`config.mk`:
```
export PLATFORM = sky130hd
export DESIGN_NAME = btn_duty_ctrl_flat
export DESIGN_NICKNAME = d
export VERILOG_FILES = /design/src/rtl/pwm_ctrl_pkg.sv /design/src/rtl/btn_duty_ctrl_if.sv /design/src/rtl/btn_duty_ctrl_edge_detect.sv /design/src/rtl/btn_duty_ctrl.sv /design/src/flat_wrapper.sv
export SDC_FILE = /design/constraint.sdc
export NUM_CORES = 1
export LEC_CHECK = 0
export BUFFER_PORTS_ARGS = -buffer_cell sky130_fd_sc_hd__buf_2
export CORE_UTILIZATION = 61
export CTS_CLUSTER_DIAMETER = 80
export DETAILED_ROUTE_END_ITERATION = 10
export MAX_ROUTING_LAYER = met4
export PLACE_DENSITY_LB_ADDON = 0.25
export SYNTH_ARGS = -nofsm -noshare
export SYNTH_HDL_FRONTEND = slang
export SYNTH_SLANG_ARGS = --single-unit
export TNS_END_PERCENT = 20
```
`constraint.sdc`:
```
create_clock -name clk -period 3.9 [get_ports clk]
set_clock_uncertainty 0.1 [all_clocks]
set_input_delay 0.585 -clock clk [delete_from_list [all_inputs] [get_ports clk]]
set_output_delay 0.585 -clock clk [all_outputs]
set_load 0.005 [all_outputs]
```
`src/rtl/pwm_ctrl_pkg.sv`:
```
// Shared types and defaults for the button-driven duty controller.
package pwm_ctrl_pkg;

  localparam int DUTY_W         = 7;
  localparam int DUTY_MAX_DEF   = 100;
  localparam int STEP_DEF       = 5;
  localparam int HOLD_CYC_DEF   = 50_000_000;
  localparam int REPEAT_CYC_DEF = 10_000_000;

  typedef enum logic [1:0] {
    ST_IDLE      = 2'd0,
    ST_WAIT_HOLD = 2'd1,
    ST_REPEAT    = 2'd2,
    ST_WAIT_REL  = 2'd3
  } state_e;

  // One saturating step, done one bit wider than the duty so nothing wraps.
  function automatic logic [DUTY_W-1:0] step_duty(
    input logic [DUTY_W-1:0] duty,
    input logic              up,
    input logic [DUTY_W:0]   step,
    input logic [DUTY_W:0]   lim
  );
    logic [DUTY_W:0] wide;
    wide = {1'b0, duty};
    if (up) begin
      wide = wide + step;
      if (wide > lim) wide = lim;
    end else if (wide < step) begin
      wide = '0;
    end else begin
      wide = wide - step;
    end
    return wide[DUTY_W-1:0];
  endfunction

endpackage

```
`src/rtl/btn_duty_ctrl_if.sv`:
```
// Button inputs and duty outputs of btn_duty_ctrl, bundled for port connection.
interface btn_duty_ctrl_if;
  import pwm_ctrl_pkg::*;

  logic              btn_up;
  logic              btn_dn;
  logic [DUTY_W-1:0] duty;
  logic              duty_chg;
  logic              at_limit;

  modport master (output btn_up, btn_dn, input duty, duty_chg, at_limit);
  modport slave  (input btn_up, btn_dn, output duty, duty_chg, at_limit);
endinterface

```
`src/rtl/btn_duty_ctrl_edge_detect.sv`:
```
// Registered rising-edge detector for one debounced button level.
module edge_detect (
  input  logic clk,
  input  logic rst,
  input  logic level_i,
  output logic rise_o
);
  logic prev_q;
  logic armed_q;
  logic rise_q;

  // armed_q masks the first cycle after reset so a button held through reset is not a press.
  always_ff @(posedge clk or posedge rst) begin
    if (rst) begin
      prev_q  <= 1'b0;
      armed_q <= 1'b0;
      rise_q  <= 1'b0;
    end else begin
      prev_q  <= level_i;
      armed_q <= 1'b1;
      rise_q  <= level_i & ~prev_q & armed_q;
    end
  end

  assign rise_o = rise_q;
endmodule

```
`src/rtl/btn_duty_ctrl.sv`:
```
// Up/down button duty setting with optional hold-to-repeat (macro BTN_AUTO_REPEAT_EN).
//   state     | meaning
//   IDLE      | waiting for a single clean press
//   WAIT_HOLD | active button held, counting to auto-repeat
//   REPEAT    | stepping every REPEAT_CYC while held
//   WAIT_REL  | ignore buttons until both are released
module btn_duty_ctrl
  import pwm_ctrl_pkg::*;
#(
  parameter int DUTY_MAX   = DUTY_MAX_DEF,
  parameter int STEP       = STEP_DEF,
  parameter int DUTY_RST   = 0,
  parameter int HOLD_CYC   = HOLD_CYC_DEF,
  parameter int REPEAT_CYC = REPEAT_CYC_DEF
) (
  input logic            clk,
  input logic            rst,
  btn_duty_ctrl_if.slave bus
);
  localparam logic [DUTY_W:0]   LIM       = DUTY_MAX[DUTY_W:0];
  localparam logic [DUTY_W:0]   STEP_V    = STEP[DUTY_W:0];
  localparam logic [DUTY_W-1:0] DUTY_RST_V = DUTY_RST[DUTY_W-1:0];
  localparam logic              LIM_RST   = (DUTY_RST == 0) || (DUTY_RST == DUTY_MAX);

`ifdef BTN_AUTO_REPEAT_EN
  localparam int CNT_MAX = (HOLD_CYC > REPEAT_CYC) ? HOLD_CYC : REPEAT_CYC;
  localparam int CNT_W   = $clog2(CNT_MAX + 1);
  localparam logic [CNT_W-1:0] HOLD_LD = CNT_W'(HOLD_CYC - 1);
  localparam logic [CNT_W-1:0] REP_LD  = CNT_W'(REPEAT_CYC - 1);
  logic [CNT_W-1:0] cnt_q, cnt_d;
  logic             act_lvl, oth_lvl;
`endif

  state_e            state_q, state_d;
  logic              dir_q, dir_d;
  logic              step_en;
  logic              rise_up, rise_dn;
  logic [DUTY_W-1:0] duty_q, duty_d;
  logic              chg_q, chg_d;
  logic              lim_q, lim_d;

  edge_detect u_edge_up (.clk(clk), .rst(rst), .level_i(bus.btn_up), .rise_o(rise_up));
  edge_detect u_edge_dn (.clk(clk), .rst(rst), .level_i(bus.btn_dn), .rise_o(rise_dn));

  always_ff @(posedge clk or posedge rst) begin
    if (rst) begin
      state_q <= ST_IDLE;
      dir_q   <= 1'b1;
      duty_q  <= DUTY_RST_V;
      chg_q   <= 1'b0;
      lim_q   <= LIM_RST;
`ifdef BTN_AUTO_REPEAT_EN
      cnt_q   <= '0;
`endif
    end else begin
      state_q <= state_d;
      dir_q   <= dir_d;
      duty_q  <= duty_d;
      chg_q   <= chg_d;
      lim_q   <= lim_d;
`ifdef BTN_AUTO_REPEAT_EN
      cnt_q   <= cnt_d;
`endif
    end
  end

  always_comb begin
    state_d = state_q;
    dir_d   = dir_q;
    step_en = 1'b0;
`ifdef BTN_AUTO_REPEAT_EN
    cnt_d   = '0;
    act_lvl = dir_q ? bus.btn_up : bus.btn_dn;
    oth_lvl = dir_q ? bus.btn_dn : bus.btn_up;
`endif
    case (state_q)
      ST_IDLE: begin
        if (rise_up || rise_dn) begin
          if (rise_up && !rise_dn && !bus.btn_dn) begin
            step_en = 1'b1;
            dir_d   = 1'b1;
          end else if (rise_dn && !rise_up && !bus.btn_up) begin
            step_en = 1'b1;
            dir_d   = 1'b0;
          end
`ifdef BTN_AUTO_REPEAT_EN
          state_d = step_en ? ST_WAIT_HOLD : ST_WAIT_REL;
          cnt_d   = step_en ? HOLD_LD : '0;
`else
          state_d = ST_WAIT_REL;
`endif
        end
      end
`ifdef BTN_AUTO_REPEAT_EN
      ST_WAIT_HOLD, ST_REPEAT: begin
        if (!act_lvl) begin
          state_d = ST_IDLE;
        end else if (oth_lvl) begin
          state_d = ST_WAIT_REL;
        end else if (cnt_q == '0) begin
          step_en = 1'b1;
          state_d = ST_REPEAT;
          cnt_d   = REP_LD;
        end else begin
          cnt_d = cnt_q - 1'b1;
        end
      end
`endif
      ST_WAIT_REL: begin
        if (!bus.btn_up && !bus.btn_dn) state_d = ST_IDLE;
      end
      default: state_d = ST_IDLE;
    endcase
  end

  always_comb begin
    duty_d = duty_q;
    chg_d  = 1'b0;
    if (step_en) begin
      duty_d = step_duty(duty_q, dir_d, STEP_V, LIM);
      chg_d  = (duty_d != duty_q);
    end
    lim_d = (duty_d == '0) || ({1'b0, duty_d} == LIM);
  end

  assign bus.duty     = duty_q;
  assign bus.duty_chg = chg_q;
  assign bus.at_limit = lim_q;
endmodule

```
`src/flat_wrapper.sv`:
```
// flat-port wrapper written by rule: the top's interface ports become plain ports
module btn_duty_ctrl_flat import pwm_ctrl_pkg::*;
#(
  parameter int DUTY_MAX   = DUTY_MAX_DEF,
  parameter int STEP       = STEP_DEF,
  parameter int DUTY_RST   = 0,
  parameter int HOLD_CYC   = HOLD_CYC_DEF,
  parameter int REPEAT_CYC = REPEAT_CYC_DEF
)
  (clk, rst, bus_btn_up, bus_btn_dn, bus_duty, bus_duty_chg, bus_at_limit);
  btn_duty_ctrl_if bus_i ();
  input logic clk;
  input logic rst;
  input wire logic [$bits(bus_i.btn_up)-1:0] bus_btn_up;
  input wire logic [$bits(bus_i.btn_dn)-1:0] bus_btn_dn;
  output wire logic [$bits(bus_i.duty)-1:0] bus_duty;
  output wire logic [$bits(bus_i.duty_chg)-1:0] bus_duty_chg;
  output wire logic [$bits(bus_i.at_limit)-1:0] bus_at_limit;
  assign bus_i.btn_up = bus_btn_up;
  assign bus_i.btn_dn = bus_btn_dn;
  assign bus_duty = bus_i.duty;
  assign bus_duty_chg = bus_i.duty_chg;
  assign bus_at_limit = bus_i.at_limit;
  btn_duty_ctrl #(.DUTY_MAX(DUTY_MAX), .STEP(STEP), .DUTY_RST(DUTY_RST), .HOLD_CYC(HOLD_CYC), .REPEAT_CYC(REPEAT_CYC)) u_core (.clk(clk), .rst(rst), .bus(bus_i));
endmodule
```
==> metrics.yaml, run 1 <==
outcome:
  status: "complete, no violations"
pwr:
  p_per_area_nw_per_um2: 722
  power.leakage_nw: 0.509
  total_power_w: 0.000863
  peakVddDrop_mv: 0.388
synthesis:
  syn_area_sq_um: 1140
  yosys.area_share.simple_pct: 21.9
  async_flop_share_pct: 100
  synth_top_family_by_area: "compound AO/OA/AOI/OAI gates"
  synth_edf_count: 0
  synthCells: 129
  synth.net_count: 135
  yosys_warnings: 0
  synth_xor_area_share_pct: 1.54
  yosys_most_used_dff: "dfrtp_1"
  syn_avg_cell_area_sq_um: 8.82
  synth-seq-area-share_pct: 35.4
  synth_mux_area_share_pct: 2.86
  synth_compound_area_share_pct: 27.7
  synth-seq-cells: 16
  synthAdderAreaFrac_pct: 2.20
  yosys.cell_types.count: 51
timing:
  worst_slack_ps: 1120
  setup_tns_ps: 0
  fin_crit_sh_pct: 71.2
  fmax_ghz: 0.360
  relSlewSlack_pct: 59.6
  final_max_slew_viol_count: 0
  finalHoldViolCount: 0
  rsz0062_at_grt: "no"
  min_period_ps: 2780
  whs_ps: 237
  max_slew.worst_pin.slew_ps: 605
  final-setup-viol-count: 0
clock_network:
  cts_buffer_depth: 2
  cts-buffers-inserted: 3
  cts_sinks: 16
  cts.clk_slew.worst_paths_ps: 110
  worst_skew_pair.late_latency_ps: 300
  cts_resized: 0
  cts_tree: "done"
  postCtsSetupBuffers: 0
  hold_buffers: 0
  clockRootBuffer: "clkbuf_4"
  htree_levels: 1
global_routing:
  antenna_found_initial: 0
  grt_overflow_total: 0
  grt_max_degree: 17
  grt_pass1_wl_mm: 4.19
  grt_pass1_vias: 891
  grt.total_usage_pct: 29.5
floorplan:
  io_pins: 13
  rows: 15
  dieHeight_microns: 45.2
  fp.dieW_microns: 45.2
  initial_core_util_pct: 65.2
  die_area_sq_um: 2040
  core_area_sq_um: 1750
placement:
  io_buffers: 12
  place_congestion: 0.972
  dp_hpwl_mm: 1.80
  dp.cells: 158
  dp_slack_ps: 1190
hold_path:
  hold_path.class: "in -> async"
worst_setup_path:
  start_kind: "flip-flop"
  worstPathMaxFanout: 10
  crit_path_end_kind: "flip-flop"
  cp.arrival_ps: 2900
  required_ps: 4020
  path_class: "reg -> reg"
route:
  route.vias.total: 1076
  drt_pass1_iterations: 4
  wl_mm: 2.57
  routed_via_density: 6.64
  drc_errors: 0
  ant_nets: 0
  first_iter_violations: 96
  post_drt_wl_per_cell_microns: 15.8
cells_and_area:
  num-nets-final: 144
  fin_cells: 162
  drive_gt1_share_pct: 19.7
  final_common_cell: "nand2_1"
  area_growth_pct: 5.17
  mostFrequentLayoutCells: "nand2_1, dfrtp_1, buf_2"
  antennaDiodeCount: 0
  nFillCells: 140
job:
  maxCapViolCount: 0
==> synthesized netlist by cell type (all sizes together) (3+ instances only) <==
master    n  area (sq um)
a31oi     5          31.3
o21ai    10          50.1
a21oi     7          35.0
buf       7          65.1
nor2     11          41.3
nand3     7          35.0
inv       6          22.5
o2bb2ai   3          32.5
dfrtp    14           350
nand2    16          60.1
==> worst max-delay path, stage by stage (launching register included) <==
cell,delay [ps]
dfrtp_1,490
ha_1,350
and4b_1,290
a31oi_1,60
o31ai_4,330
nor3_1,90
o31a_1,320
or4b_1,500
a22oi_2,170
==> report_power, final <==
part	internal [W]	switching (W)
clock	0.0000569	0.0000568
sequential	0.000208	0.0000937
combinational	0.000190	0.000258
total	0.000455	0.000408
==> area by class of cell <==
type	count	area, sq um	share of cell area (%)
Sequential cell	16	403	33.7
Inverter	6	22.5	1.88
Timing Repair Buffer	12	60.1	5.02
Clock buffer	4	36.3	3.03
Tap cell	25	31.3	2.62
Multi-Input combinational cell	99	643	53.8
==> metal layers <==
layer,global-route usage (%),routed length (microns),up-vias
met2,43.5,1140,70
li1,-,-,495
met3,4.00,249,12
met1,41.6,1100,499
met4,10.3,78,0
met5,-,0,-
==> sequential cells by signal, summed over array words and instances (netlist names) <==
name,flops
u_core.dir_q,1
u_core.u_edge_up.armed_q,1
u_core.u_edge_up.prev_q,1
u_core.bus.duty,7
u_core.u_edge_dn.prev_q,1
u_core.bus.duty_chg,1
u_core.state_q,1
u_core.bus.at_limit,1
u_core.u_edge_dn.rise_o,1
u_core.u_edge_up.rise_o,1
==> kinds of logic (layout without fill, tap and decap cells) <==
kind of cell | count (synthesis) | in the layout
other cells | 1 | 1
simple gates | 49 | 49
fa+ha+maj | 2 | 2
buf+inv | 14 | 22
flops | 16 | 16
xor+xnor | 2 | 2
mux | 3 | 3
compound gates | 42 | 42
==> path summary, 6_finish.rpt <==
path / start / to / slack (ps) / cells after the start
worst max-delay path: u_core.bus.duty[0] / u_core.bus.at_limit / 1120 / 8
worst min-delay path: rst / u_core.bus.duty[2] / 240 / 2
worst max register to register: u_core.bus.duty[0] / u_core.bus.at_limit / 1120 / 8
worst min register to register: u_core.u_edge_up.prev_q / u_core.u_edge_up.rise_o / 300 / 1
max in group asynchronous: rst / u_core.bus.duty[6] / 3060 / 2
min in group clk: u_core.u_edge_up.prev_q / u_core.u_edge_up.rise_o / 300 / 1
==> through the flow <==
stage | util (%) | instance area (sq um)
final | 68.5 | 1200
after detailed placement | 66.5 | 1160
after global placement | 66.5 | 1160
after floorplan | - | 1140
after CTS | 68.5 | 1200
after global routing | 68.5 | 1200
(Power assumes the default switching activity.)
==> run 2, diff against run 1 <==
--- a/config.mk
+++ b/config.mk
@@ -6,7 +6,7 @@
 export NUM_CORES = 1
 export LEC_CHECK = 0
 export BUFFER_PORTS_ARGS = -buffer_cell sky130_fd_sc_hd__buf_2
-export CORE_UTILIZATION = 61
+export CORE_UTILIZATION = 57
 export CTS_CLUSTER_DIAMETER = 80
 export DETAILED_ROUTE_END_ITERATION = 10
 export MAX_ROUTING_LAYER = met4
==> constraint.sdc (replaced) <==
create_clock -name clk -period 2.7 [get_ports clk]
set_clock_uncertainty 0.1 [all_clocks]
set_input_delay 0.405 -clock clk [delete_from_list [all_inputs] [get_ports clk]]
set_output_delay 0.405 -clock clk [all_outputs]
set_load 0.005 [all_outputs]
==> run 2 against run 1 <==
Register-to-register slack lost 930 ps. Core utilization grew 1.6 points. Global-route usage grew 0.32 points. Cell area grew 5.6%. Largest power group unchanged. Critical path depth is the same. Sequential power grew 33%. Setup slack lost 930 ps. Via count grew 4.0%.
==> metrics.yaml, run 2 (synthesized netlist as in run 1, its figures left out) <==
timing:
  whs_ps: 79.9
  fmax_ghz: 0.398
  final_max_slew_viol_count: 0
  worst_slack_ps: 188
  fin_crit_sh_pct: 93.0
  setup_tns_ps: 0
  finalHoldViolCount: 0
  relSlewSlack_pct: 57.0
  final-setup-viol-count: 0
  max_slew.worst_pin.slew_ps: 645
  rsz0062_at_grt: "no"
  min_period_ps: 2510
clock_network:
  cts.clk_slew.worst_paths_ps: 100
  cts_resized: 0
  cts_buffer_depth: 2
  hold_buffers: 0
  worst_skew_pair.late_latency_ps: 290
  cts-buffers-inserted: 3
  htree_levels: 1
  cts_sinks: 16
  clockRootBuffer: "clkbuf_4"
  cts_tree: "done"
  postCtsSetupBuffers: 0
placement:
  dp_slack_ps: 233
  place_congestion: 1.01
  io_buffers: 12
  dp_hpwl_mm: 2.07
global_routing:
  grt_pass1_vias: 895
  grt_max_degree: 17
  grt_overflow_total: 0
  grt_pass1_wl_mm: 4.22
  antenna_found_initial: 0
  grt.total_usage_pct: 29.9
floorplan:
  rows: 15
  fp.dieW_microns: 46.7
  die_area_sq_um: 2180
  io_pins: 13
  initial_core_util_pct: 63.1
  dieHeight_microns: 46.7
  core_area_sq_um: 1800
route:
  post_drt_wl_per_cell_microns: 16.1
  routed-wl-met3_microns: 296
  drc_errors: 0
  top_signal_layer_used: "met4"
  ant_nets: 0
  wl_met2_mm: 1.21
  route.vias.total: 1119
  first_iter_violations: 62
  routed_via_density: 6.54
  wl_met1_mm: 1.15
  drt_pass1_iterations: 4
  wl_mm: 2.76
pwr:
  power.leakage_nw: 0.554
  peakVddDrop_mv: 0.637
  p_per_area_nw_per_um2: 1050
hold_path:
  hold_path.class: "in -> async"
worst_setup_path:
  start_kind: "flip-flop"
  required_ps: 2830
  crit_path_end_kind: "flip-flop"
  cp.arrival_ps: 2640
  path_class: "reg -> reg"
  r2r_slack_ps: 190
  cp-startpoint: "u_core.bus.duty[0]"
  r2r_cells: 8
  cp-endpoint: "u_core.bus.at_limit"
  worstPathMaxFanout: 6
  worst_r2r_endpoint: "u_core.bus.at_limit"
  r2r-start: "u_core.bus.duty[0]"
cells_and_area:
  final_common_cell: "nand2_1"
  num-nets-final: 153
  mostFrequentLayoutCells: "nand2_1, dfrtp_1, buf_2"
  area_growth_pct: 11.1
  drive_gt1_share_pct: 24.7
  largest_reg_flops: 7
  antennaDiodeCount: 0
job:
  maxCapViolCount: 0
outcome:
  status: "complete, no violations"
[run 2: cell count changes in the layout (fill, tap and decap cells not counted)]
cell / previous run / this run
buf_4: 0 / 9
[run 2: through the flow]
step,cell area [sq um],power [W],utilization (%),std cells
after detailed placement,1230,0.00115,68.1,167
after global placement,1230,0.00114,68.1,167
after global routing,1260,0.00141,70.1,171
after CTS,1260,0.00131,70.1,171
after floorplan,1140,0.000947,-,129
final,1260,0.00132,70.1,171
[run 2: final cells by class]
class	count	area, sq um
Multi-Input combinational cell	99	643
Fill cell	156	538
Sequential cell	16	403
Timing Repair Buffer	21	128
Clock buffer	4	36.3
Tap cell	25	31.3
Inverter	6	22.5
[run 2: worst min-delay path by stage]
stage / from / to / slack [ps]
after global placement: u_core.u_edge_up.prev_q / u_core.u_edge_up.rise_o / 290
after floorplan: rst / u_core.bus.duty[0] / 220
after global routing: rst / u_core.state_q[0] / 120
final: rst / u_core.bus.duty[2] / 80
after detailed placement: u_core.u_edge_up.prev_q / u_core.u_edge_up.rise_o / 310
after CTS: rst / u_core.bus.duty[2] / 90
[run 2: critical path: stages, from the launching register on]
cell and delay [ps]:
dfrtp_1 450, ha_1 240, and4b_1 250, a31oi_1 70, o31ai_4 310, nor3_1 80, o31a_1 300, or4b_1 480
a22oi_2 170
[run 2: metal layers]
layer / global-route usage, % / vias to the layer above
met3: 8.24 / 16
li1: - / 510
met4: 17.1 / 0
met5: - / -
met2: 41.7 / 81
met1: 38.3 / 512
[run 2: power breakdown]
group          internal, W  switching [W]
clock            0.0000821      0.0000796
combinational     0.000334       0.000426
sequential        0.000302       0.000101
==> run 3, diff against run 2 <==
--- a/config.mk
+++ b/config.mk
@@ -6,12 +6,13 @@
 export NUM_CORES = 1
 export LEC_CHECK = 0
 export BUFFER_PORTS_ARGS = -buffer_cell sky130_fd_sc_hd__buf_2
-export CORE_UTILIZATION = 57
+export CORE_UTILIZATION = 58
 export CTS_CLUSTER_DIAMETER = 80
 export DETAILED_ROUTE_END_ITERATION = 10
 export MAX_ROUTING_LAYER = met4
 export PLACE_DENSITY_LB_ADDON = 0.25
 export SYNTH_ARGS = -nofsm -noshare
 export SYNTH_HDL_FRONTEND = slang
+export SYNTH_HIERARCHICAL = 1
 export SYNTH_SLANG_ARGS = --single-unit
 export TNS_END_PERCENT = 20
==> run 3 against run 2 <==
Core utilization increased by 0.85 points. Critical path type unchanged. Combinational power up 15%. Die area increased by 16%. First-iteration DRC count is 69% higher. Largest power group unchanged. Register-to-register slack lost 60 ps. Non-clock buffer count increased by 5. Setup slack worse by 60 ps. Cell count up 23%. Global-route usage grew 3.1 points. Synthesized cell count grew 26%. Wire length up 33%.
==> metrics.yaml, run 3 <==
outcome:
  status: "complete, no violations"
global_routing:
  grt_pass1_wl_mm: 6.20
  antenna_found_initial: 0
  grt_overflow_total: 0
  grt_max_degree: 15
  grt.total_usage_pct: 33.0
  grt_pass1_vias: 1304
synthesis:
  async_flop_share_pct: 100
  yosysTopAreaCellShare_pct: 27.9
  synth_edf_count: 0
  syn_avg_cell_area_sq_um: 8.27
  synthCells: 163
  synth-seq-area-share_pct: 31.8
  synth.area.top_cells: "dfrtp_1, a21oi_1, dfstp_2, nand2_1, o21ai_0"
  syn_area_sq_um: 1350
  yosys_most_used_dff: "dfrtp_1"
  synth-seq-cells: 17
  yosys.cell_types.count: 54
  yosys_warnings: 6
  synth.net_count: 170
  yosysMostFrequentCell: "dfrtp_1"
  synthTopCellsByCount: "dfrtp_1, a21oi_1, nand2_1, inv_1, nor2_1"
  synth_largest_area_cell: "dfrtp_1"
pwr:
  power.switching_w: 0.000678
  power.leakage_nw: 0.683
  p_per_area_nw_per_um2: 918
  peakVddDrop_mv: 0.818
  combPwrFrac_pct: 61.1
  clockPowerShare_pct: 9.2
  p_int_w: 0.000750
  swShare_pct: 47.5
  seqPwrFrac_pct: 29.7
cells_and_area:
  multi_input_area_sq_um: 842
  fin_area_sq_um: 1560
  area_growth_pct: 15.4
  mostFrequentLayoutCells: "buf_4, nand2_1, a21oi_1"
  seq_area_sq_um: 432
  drive_gt1_share_pct: 25.8
  nFillCells: 168
  num-nets-final: 190
  antennaDiodeCount: 0
  largest_reg_flops: 7
clock_network:
  postCtsSetupBuffers: 0
  htree_levels: 1
  worst_skew_pair.late_latency_ps: 280
  clockRootBuffer: "clkbuf_4"
  cts-buffers-inserted: 3
  cts_tree: "done"
  cts_buffer_depth: 2
  cts.clk_slew.worst_paths_ps: 100
  cts_sinks: 17
floorplan:
  core_area_sq_um: 2190
  die_area_sq_um: 2520
  fp.dieW_microns: 50.2
  dieHeight_microns: 50.2
  io_pins: 13
  rows: 17
  initial_core_util_pct: 61.5
timing:
  relSlewSlack_pct: 66.3
  fin_crit_sh_pct: 95.2
  rsz0062_at_grt: "no"
  final-setup-viol-count: 0
  finalHoldViolCount: 0
  max_slew.worst_pin.slew_ps: 503
  fmax_ghz: 0.389
  worst_slack_ps: 128
  min_period_ps: 2570
  final_max_slew_viol_count: 0
worst_setup_path:
  cp.arrival_ps: 2620
  path_class: "reg -> reg"
  start_kind: "flip-flop"
  required_ps: 2750
  crit_path_end_kind: "flip-flop"
  worstPathMaxFanout: 8
placement:
  dp_slack_ps: -20.4
  place_congestion: 0.940
  place_area_sq_um: 1490
  dp_hpwl_mm: 2.77
  io_buffers: 12
hold_path:
  hold_path.class: "in -> reg"
route:
  ant_nets: 0
  routed_via_density: 6.63
  drc_errors: 0
  first_iter_violations: 105
  drt_pass1_iterations: 5
  wl_mm: 3.66
  route.vias.total: 1392
  post_drt_wl_per_cell_microns: 17.4
job:
  maxCapViolCount: 0
-- run 3: repair_timing --
action / in CTS / in global routing
setup endpoints to repair: 0 / 2
hold endpoints to repair: 6 / 0
hold buffers: 1 / 0
resized for setup: 0 / 9
-- run 3: per-stage QoR --
stage	total power [W]	hold WS (ps)	TNS [ps]	instances	util [%]
floorplan	0.000927	58.6	0	163	-
finish	0.00143	164	0	210	71.0
global route	0.00152	162	0	210	71.0
detailed placement	0.00122	193	-20.4	205	67.9
global placement	0.00121	187	-25.4	205	67.9
CTS	0.00136	159	0	210	69.7
-- run 3: final cells by class --
class / instances / share of cell area [%]
clock inverter: 1 / 0.483
sequential: 17 / 27.8
clock buffer: 3 / 1.45
inverter: 13 / 3.14
multi-input combinational: 122 / 54.1
timing repair buffer: 26 / 10.8
tap: 28 / 2.25
-- run 3: path summary, 6_finish.rpt --
kind                       cells past startpoint                startpoint  slack [ps]                      end
setup reg to reg                               8        u_core/bus.duty[0]         130      u_core/bus.duty_chg
hold / removal                                 1                bus_btn_dn         160  u_core/u_edge_dn/prev_q
setup / recovery                               8        u_core/bus.duty[0]         130      u_core/bus.duty_chg
hold reg to reg                                1  u_core/u_edge_dn/armed_q         420  u_core/u_edge_dn/rise_o
min in group asynchronous                      3                       rst         430  u_core/u_edge_up/rise_o
max in group asynchronous                      3                       rst        1610             u_core/dir_q
-- run 3: per-layer routing --
metal  GRT usage, %  share of wire, %
met1           42.6                40
met2           53.3                48
met3           3.94               8.7
met4           11.4               2.7
met5              -                 0
-- run 3: cell families after synthesis --
| kind of cell | share of synthesized area [%] |
|---|---|
| AO/OA/AOI/OAI | 31.3 |
| AND/OR/NAND/NOR | 24.0 |
| buffers and inverters | 7.52 |
| flip-flops | 31.8 |
| adder cells (fa/ha/maj) | 2.79 |
| other | 0.557 |
| XOR/XNOR | 1.30 |
| multiplexers | 0.743 |
-- run 3: worst max-delay path: stages (launching register included) --
cell and delay, ps:
dfrtp_2 480, buf_4 170, a21o_1 230, o21ai_0 160
a32o_1 290, nand2_1 230, a31oi_1 440, xnor2_1 180
a41oi_1 150
-- run 3: power groups by stage --
stage               sequential, W  clock (W)  combinational [W]
floorplan                0.000367          0           0.000560
global placement         0.000411          0           0.000801
detailed placement       0.000418          0           0.000807
CTS                      0.000412   0.000139           0.000812
global route             0.000436   0.000150           0.000932
finish                   0.000424   0.000131           0.000873
